--- src/rtl/fadd_issue_arbiter.sv ---
// Two-requester round-robin issue arbiter in front of a shared pipelined FP adder.
// Tracks ownership of every in-flight adder op and returns each result to its owner.
// A result that is not accepted at the pipeline head stalls the whole adder.
module fadd_issue_arbiter #(
    parameter int unsigned LAT = 3
) (
    input  logic        clk,
    input  logic        clrn,
    // Requester 0
    input  logic        req0_valid,
    output logic        req0_ready,
    input  logic [31:0] req0_a,
    input  logic [31:0] req0_b,
    input  logic        req0_sub,
    // Requester 1
    input  logic        req1_valid,
    output logic        req1_ready,
    input  logic [31:0] req1_a,
    input  logic [31:0] req1_b,
    input  logic        req1_sub,
    // Shared adder
    output logic [31:0] fadd_a,
    output logic [31:0] fadd_b,
    output logic        fadd_sub,
    output logic        fadd_en,
    input  logic [31:0] fadd_s,
    // Results
    output logic [31:0] res_s,
    output logic        res0_valid,
    input  logic        res0_ready,
    output logic        res1_valid,
    input  logic        res1_ready,
    output logic [3:0]  inflight
);

    // Per-stage valid and owner tag; index 0 is entry, LAT-1 is the head.
    logic [LAT-1:0] v_q, v_d;
    logic [LAT-1:0] t_q, t_d;
    logic           prio_q, prio_d;
    logic [3:0]     inflight_q, inflight_d;

    logic head_v;
    logic head_t;
    logic stall;
    logic grant;
    logic issue;

    // Head result routing and stall when the owning requester holds off.
    always_comb begin
        head_v     = v_q[LAT-1];
        head_t     = t_q[LAT-1];
        res_s      = fadd_s;
        res0_valid = head_v & ~head_t;
        res1_valid = head_v & head_t;
        stall      = head_v & ~(head_t ? res1_ready : res0_ready);
        fadd_en    = ~stall;
        inflight   = inflight_q;
    end

    // Round-robin grant, issue handshake and operand mux.
    always_comb begin
        if (req0_valid && req1_valid) begin
            grant = prio_q;
        end else begin
            grant = req1_valid;
        end
        // Readies are forced low during reset even though requester valids may be high.
        req0_ready = clrn & ~stall & req0_valid & ~grant;
        req1_ready = clrn & ~stall & req1_valid & grant;
        issue      = req0_ready | req1_ready;

        fadd_a   = 32'd0;
        fadd_b   = 32'd0;
        fadd_sub = 1'b0;
        if (req0_valid || req1_valid) begin
            if (grant) begin
                fadd_a   = req1_a;
                fadd_b   = req1_b;
                fadd_sub = req1_sub;
            end else begin
                fadd_a   = req0_a;
                fadd_b   = req0_b;
                fadd_sub = req0_sub;
            end
        end
    end

    // Shift valid/tag toward the head on enabled cycles; hold everything on a stall.
    always_comb begin
        v_d    = v_q;
        t_d    = t_q;
        prio_d = prio_q;
        if (fadd_en) begin
            v_d[0] = issue;
            t_d[0] = grant;
            for (int unsigned i = 1; i < LAT; i++) begin
                v_d[i] = v_q[i-1];
                t_d[i] = t_q[i-1];
            end
            if (issue) begin
                prio_d = ~grant;
            end
        end
        inflight_d = 4'd0;
        for (int unsigned i = 0; i < LAT; i++) begin
            inflight_d = inflight_d + 4'(v_d[i]);
        end
    end

    // State registers; reset discards all in-flight ops and prefers port 0.
    always_ff @(posedge clk or negedge clrn) begin
        if (!clrn) begin
            v_q        <= '0;
            t_q        <= '0;
            prio_q     <= 1'b0;
            inflight_q <= 4'd0;
        end else begin
            v_q        <= v_d;
            t_q        <= t_d;
            prio_q     <= prio_d;
            inflight_q <= inflight_d;
        end
    end

endmodule

--- config.mk ---
export PLATFORM = sky130hd
export DESIGN_NAME = fadd_issue_arbiter
export DESIGN_NICKNAME = d
export VERILOG_FILES = /design/src/rtl/fadd_issue_arbiter.sv
export SDC_FILE = /design/constraint.sdc
export NUM_CORES = 1
export LEC_CHECK = 0
export CORE_AREA = 2 2 107 109
export CTS_CLUSTER_SIZE = 8
export DETAILED_ROUTE_END_ITERATION = 7
export DIE_AREA = 0 0 109 111
export HOLD_SLACK_MARGIN = 0.02
export MAX_ROUTING_LAYER = met4
export PLACE_DENSITY_LB_ADDON = 0.12
export SKIP_LAST_GASP = 1
export SLEW_MARGIN = 0
export SYNTH_ARGS = -nofsm -noshare
export SYNTH_HDL_FRONTEND = slang
export SYNTH_SLANG_ARGS = --single-unit
--- constraint.sdc ---
create_clock -name clk -period 4.3 [get_ports clk]
set_input_delay 0.86 -clock clk [delete_from_list [all_inputs] [get_ports clk]]
set_output_delay 0.86 -clock clk [all_outputs]
set_load 0.01 [all_outputs]
# Word level (Yosys, flattened, before mapping)
# Cells that the tools add are included.
# op_classes
n_addsub	2
n_mux	9
n_bitwise	13
n_reduce_logical	3
# ops
operator	count
32-bit two-way mux	4
1-bit AND	8
1-bit two-way mux	4
1-bit NOT	4
2-bit by 1-bit adder with 3-bit output	1
3-bit two-way mux	1
1-bit by 1-bit adder with 2-bit output	1
2-bit AND reduction	1
1-bit logical AND	1
1-bit logical OR	1
1-bit OR	1
# word_totals
ff_bits	10
out_inout_bits	106
wordCells	31

# Depth between registers and ports, before layout
# Gate-level depths: netlist of the first run.
# logic_depth
word_depth	11
mapped_depth	5
ltp_nobuf	5

# Least setup slack after synthesis of the first run
# No wires, ideal clock.
# synth_timing
path_kind	input to output
from	input req0_valid
to	output fadd_a[20]
arrival_time_ns	1.615
slack_ns	1.825
path_stages	5
n_path_buf	2
path_cell_list	nand2b_1 -> and2_1 -> buf_2 -> buf_6 -> o21ai_1
# synth_between
elab_chain_len	4
word_cells_on_any_way	5
# synth_rtl
element	line_no	rtl
from (decl)	10	input logic req0_valid,
1-bit logical AND	62	if (req0_valid && req1_valid) begin
1-bit two-way mux	62	
32-bit two-way mux	76	if (grant) begin
32-bit two-way mux (*)	75	if (req0_valid || req1_valid) begin
to (decl)	22	output logic [31:0] fadd_a,
# Every way passes the cells marked *; elsewhere a longest branch is shown, timed or not.

# Final worst setup path of the first run
# layout_timing
from	input req0_valid
to	output req0_ready
# layout_between
elab_chain_len	4
word_cells_on_any_way	5
# layout_rtl
element	line_no	rtl
1-bit logical AND	62	
1-bit two-way mux	62	
1-bit NOT	68	req0_ready = clrn & ~stall & req0_valid & ~grant;
1-bit AND (*)	68	
to (decl)	11	output logic req0_ready,
# Marked as above.

==> flow_metrics.tcl, run 1 <==
set metrics [dict create \
    totalWireLength_um 8310 \
    postCtsHoldBufs 0 \
    drive_above_1_share 0.04396 \
    path_cells "buf_2 -> buf_4 -> nand2_1 -> a21o_1 -> nor2_1 -> clkdlybuf4s50_1" \
    yosys_warnings 0 \
    area.sequential_sq_um 225.2 \
    synth_async_sr_flop_share 1.000 \
    track_usage 0.1307 \
    cts_made_buffers 3 \
    area_growth_pct 113.0 \
    power_density_nw_per_um2 279.2 \
    multiInputGateArea_sq_um 1126 \
    cp_num_buf_inv 3 \
    crit_path_end_kind "output pin" \
    numClockSinks 9 \
    synth_ff_type "dfrtp_1" \
    slowest_delay_ns 0.54 \
    grt_pass1_wl_um 12510 \
    max_freq_mhz 295.6 \
    rsz0062_at_grt "false" \
    vias_per_cell 4.304 \
    grt_overflow_total 0 \
    netlist_instances 299 \
    antenna_found_initial 0 \
    core_area_sq_um 11080 \
    path_clk_slew_ns 0.04 \
    drc 0 \
    start_kind "input pin" \
    ant_nets 0 \
    post_cts_resized 0 \
    status "finished, final reports clean" \
    synth.ff_latch_count 9 \
    first_global_vias 2501 \
    dpl_cell_area_sq_um 3664 \
    ys_seq_area_frac 0.1282 \
    critPathArrivalTime_ns 2.52 \
    clock_skew_ns 0.001824 \
    crit_family "buffers and inverters" \
    dieArea_sq_um 12100 \
    p_leak_uw 0.001464 \
    row_count 39 \
    yosysTopAreaCell "nand3_1" \
    nets 625 \
    setup_viol 0 \
    hold_class "flip-flop to flip-flop" \
    dr_total_vias 2574 \
    synthesis.area_sq_um 1757 \
    post_cts_buffers 0 \
    root_buffer "clkbuf_16" \
    stdcell_area_sq_um 3742 \
    crit_type "input pin to output pin" \
    antennaDiodeCount 0 \
    initial_core_util 0.1586 \
    dr.pass1.iters 4 \
    synth_edf_count 0 \
    final_hold_viol_count 0 \
    pin_count 274 \
    cts_tree "yes" \
    dpl.hpwl_um 6104 \
    portBuffers 207 \
    yosys.cell_types.count 23 \
    clock_path_buffers 2 \
    synth_top_area_share 0.1852 \
    critical_path_peak_fanout 67 \
    max-cap-violations 0 \
    htreeDepth 1 \
    synth_area_leaders "nand3_1, buf_4, nand2_1" \
    die_w_um 109 \
    ir_drop_mv 0.1757 \
    tightest_slew_ns 0.7202 \
    wire_per_inst_um 13.90 \
    first_iter_violations 90 \
    final-max-slew-violation-count 0 \
    cpMaxStageDelayCell "buf_4" \
    crit_required_ns 3.44 \
    gp_congestion 0.7680 \
    grt_max_degree 68 \
    maxSlewHeadroom 0.5199 \
    clk_latency_ns 0.24 \
    die_y_um 111 \
    fin_setup_tns_ns 0 \
    period_minus_slack_ns 3.383 \
    nFillCells 1207 \
    hold_ws_ns 0.4931 \
    synth_area_per_cell_sq_um 5.875 \
    min_period_over_period 0.7868 \
]
[power breakdown]
part           internal, uW  leakage (uW)  switching (uW)
registers               124      0.000109            35.1
clock network           124     0.0000382            41.6
logic                   408       0.00132             311
[cells by family after synthesis]
kind of cell	synth area share
adder cells (fa/ha/maj)	0.01140
flip-flops	0.1282
other	0.002135
multiplexers	0.05912
AO/OA/AOI/OAI	0.2037
AND/OR/NAND/NOR	0.3604
buffers and inverters	0.2350
[cell usage in the layout, fill, tap and decap left out, drive strengths merged]
master,instances
nor2b,1
inv,5
and2,2
a21oi,4
fa,1
and3,1
clkbuf,4
mux2,4
dfrtp,9
nand2b,2
nand3,65
buf,9
mux2i,4
nor2,2
o21ai,66
clkdlybuf4s50,205
conb,2
nand2,68
a21o,1
[state kept, by name, indices dropped and copies added, names as in the netlist]
register,cells
t_q,3
prio_q,1
v_q,3
inflight,2
[layer usage]
metal  wire [um]  track usage
met5           0            -
met4          75      0.02393
met3         861      0.02587
met2        4076       0.2323
met1        3296       0.1514
[cell usage after synthesis, types with 2 or more instances]
cell / count
nand2b_1: 2
clkbuf_1: 17
buf_4: 35
mux2_4: 4
nand3_1: 65
buf_6: 2
mux2i_1: 3
nor2_1: 2
inv_1: 5
and2_1: 2
o21ai_1: 19
dfrtp_1: 9
a21oi_1: 4
nand2_1: 67
o21ai_0: 47
buf_2: 9
[cell type report]
cell class,count,area share
inverter,5,0.005015
timing repair buffer,214,0.5650
clock buffer,4,0.02106
multi-input combinational,223,0.3009
tap,143,0.04781
sequential,9,0.06018
[path summary, 6_finish.rpt]
path	startpoint	endpoint	slack, ns	cells after the start
max	req0_valid	req0_ready	0.92	6
min	prio_q$_DFFE_PN0P_	prio_q$_DFFE_PN0P_	0.49	1
max reg2reg	t_q[2]$_DFFE_PN0P_	inflight[0]$_DFF_PN0_	2.32	5
min reg2reg	prio_q$_DFFE_PN0P_	prio_q$_DFFE_PN0P_	0.49	1
max in group asynchronous	clrn	v_q[0]$_DFF_PN0_	3.23	2
min in group asynchronous	clrn	inflight[1]$_DFF_PN0_	0.92	2
[per-stage QoR]
| step | util | power, uW | std cells | setup WS, ns |
|---|---|---|---|---|
| CTS | 0.3379 | 1060 | 598 | 0.9274 |
| floorplan | - | 515.9 | 300 | 1.825 |
| global route | 0.3379 | 1124 | 598 | 0.8211 |
| detailed placement | 0.3307 | 889.8 | 594 | 0.9263 |
| finish | 0.3379 | 1045 | 598 | 0.9169 |
| global placement | 0.3307 | 891.2 | 594 | 0.9391 |
No activity file was read; power rests on OpenSTA's default activity.
==> run 2: changes to the inputs <==
--- a/config.mk
+++ b/config.mk
@@ -5,10 +5,10 @@
 export SDC_FILE = /design/constraint.sdc
 export NUM_CORES = 1
 export LEC_CHECK = 0
-export CORE_AREA = 2 2 107 109
+export CORE_AREA = 2 2 106 108
 export CTS_CLUSTER_SIZE = 8
 export DETAILED_ROUTE_END_ITERATION = 7
-export DIE_AREA = 0 0 109 111
+export DIE_AREA = 0 0 108 110
 export HOLD_SLACK_MARGIN = 0.02
 export MAX_ROUTING_LAYER = met4
 export PLACE_DENSITY_LB_ADDON = 0.12
==> constraint.sdc (replaced) <==
create_clock -name clk -period 2.8 [get_ports clk]
set_input_delay 0.56 -clock clk [delete_from_list [all_inputs] [get_ports clk]]
set_output_delay 0.56 -clock clk [all_outputs]
set_load 0.01 [all_outputs]
==> flow_metrics.tcl, run 2 (synthesis results as in run 1) <==
set metrics [dict create \
    status "finished, final reports clean" \
    stdcell_area_sq_um 3752 \
    hp-start "prio_q$_DFFE_PN0P_" \
    hold_depth 1 \
    drive_above_1_share 0.05022 \
    dieArea_sq_um 11880 \
    fin_ws_ns 0.07085 \
    die_y_um 110 \
    power_density_nw_per_um2 408.1 \
    numClockSinks 9 \
    grt_overflow_total 0 \
    antennaDiodeCount 0 \
    hold_class "flip-flop to flip-flop" \
    root_buffer "clkbuf_8" \
    dr_wl_met3_um 795 \
    total_power_uw 1531 \
    max-cap-violations 0 \
    first_iter_violations 132 \
    cts_tree "yes" \
    wl_met1_um 3280 \
    clock_skew_ns 0.001189 \
    dpl_cell_area_sq_um 3707 \
    layout.cells.most_common_list "clkdlybuf4s50_1, nand2_1, nand3_1" \
    antenna_found_initial 0 \
    ir_drop_mv 0.2100 \
    totalWireLength_um 8452 \
    track_usage 0.1316 \
    vias_per_cell 4.406 \
    critical_path_peak_fanout 35 \
    pin_count 274 \
    top_layer "met4" \
    r2r-end "inflight[0]$_DFF_PN0_" \
    area_growth_pct 113.6 \
    clk_latency_ns 0.23 \
    cts_made_buffers 3 \
    portBuffers 207 \
    r2r_start "t_q[2]$_DFFE_PN0P_" \
    fin_setup_tns_ns 0 \
    place_ws_ns 0.08161 \
    clock_path_buffers 2 \
    r2r_cells 6 \
    crit_type "flip-flop to output pin" \
    nFillCells 1153 \
    dr.pass1.iters 4 \
    hold_end "prio_q$_DFFE_PN0P_" \
    htreeDepth 1 \
    min_period_over_period 0.9747 \
    grt_max_degree 39 \
    nets 628 \
    utilization 0.3508 \
    start_kind "flip-flop" \
    dpl.hpwl_um 6185 \
    gp_congestion 0.7185 \
    critPathArrivalTime_ns 2.17 \
    post_cts_buffers 0 \
    mostFrequentLayoutCell "clkdlybuf4s50_1" \
    initial_core_util 0.1642 \
    met2_length_um 4198 \
    grt_pass1_wl_um 12250 \
    crit_path_end_kind "output pin" \
    die_w_um 108 \
    first_global_vias 2485 \
    dr_total_vias 2635 \
    rrSetupSlack_ns 0.78 \
    path_clk_slew_ns 0.04 \
    row_count 38 \
    drc 0 \
    final-max-slew-violation-count 0 \
    p_leak_uw 0.001472 \
    max_freq_mhz 366.4 \
    postCtsHoldBufs 0 \
    ant_nets 0 \
    setup_viol 0 \
    final_hold_viol_count 0 \
    core_area_sq_um 10700 \
    crit_required_ns 2.24 \
    rsz0062_at_grt "false" \
    wire_per_inst_um 14.13 \
    period_minus_slack_ns 2.729 \
]
run 2: worst max-delay path, stage by stage (launching register included):
cell	delay, ns
dfrtp_1	0.39
nand2b_2	0.23
and2_2	0.23
buf_4	0.24
o21ai_0	0.24
clkdlybuf4s50_1	0.59
run 2: layout make-up:
type / instances / area [sq um] / share of cell area
repair buffers: 217 / 2162 / 0.5762
multi-input cells: 223 / 1126 / 0.3001
flip-flops and latches: 9 / 225.2 / 0.06002
well taps: 140 / 175.2 / 0.04668
clock buffers: 4 / 45.04 / 0.01200
inverters: 5 / 18.77 / 0.005002
run 2: power breakdown:
| group | total (uW) | internal (uW) | switching (uW) | leakage [uW] |
|---|---|---|---|---|
| combinational | 1140 | 650 | 487 | 0.00134 |
| sequential | 244 | 191 | 53.2 | 0.000109 |
| clock | 150 | 99.1 | 50.9 | 0.0000228 |
run 2: worst max path at each step:
stage / start / to
2_1_floorplan: res1_ready / inflight[0]$_DFF_PN0_
3_3_place_gp: req0_valid / fadd_b[13]
3_5_place_dp: req0_valid / fadd_b[13]
4_1_cts: prio_q$_DFFE_PN0P_ / fadd_b[15]
5_1_grt: prio_q$_DFFE_PN0P_ / fadd_b[23]
6_report: prio_q$_DFFE_PN0P_ / fadd_a[3]
run 2: metal layers:
layer | track usage | vias to the layer above
li1 | - | 1290
met1 | 0.1457 | 1176
met2 | 0.2394 | 149
met3 | 0.02528 | 20
met4 | 0.04121 | 0
met5 | - | -
run 2: metrics by stage:
stage          std cells  hold WS [ns]
3_5_place_dp         594        0.4808
5_1_grt              598        0.5176
2_1_floorplan        300        0.2644
4_1_cts              598        0.4991
6_report             598        0.4976
3_3_place_gp         594        0.4998
run 2: timing repair:
action,4_1_cts,5_1_grt
pin swaps,0,0
endpoints found under the setup margin,1,5
gates resized for setup,1,5
==> run 3: changes to the inputs <==
--- a/config.mk
+++ b/config.mk
@@ -6,6 +6,7 @@
 export NUM_CORES = 1
 export LEC_CHECK = 0
 export CORE_AREA = 2 2 106 108
+export CTS_CLUSTER_DIAMETER = 50
 export CTS_CLUSTER_SIZE = 8
 export DETAILED_ROUTE_END_ITERATION = 7
 export DIE_AREA = 0 0 108 110
==> results of run 3 <==
Same layout as run 2: the final DEF is identical, and so are final timing and power.
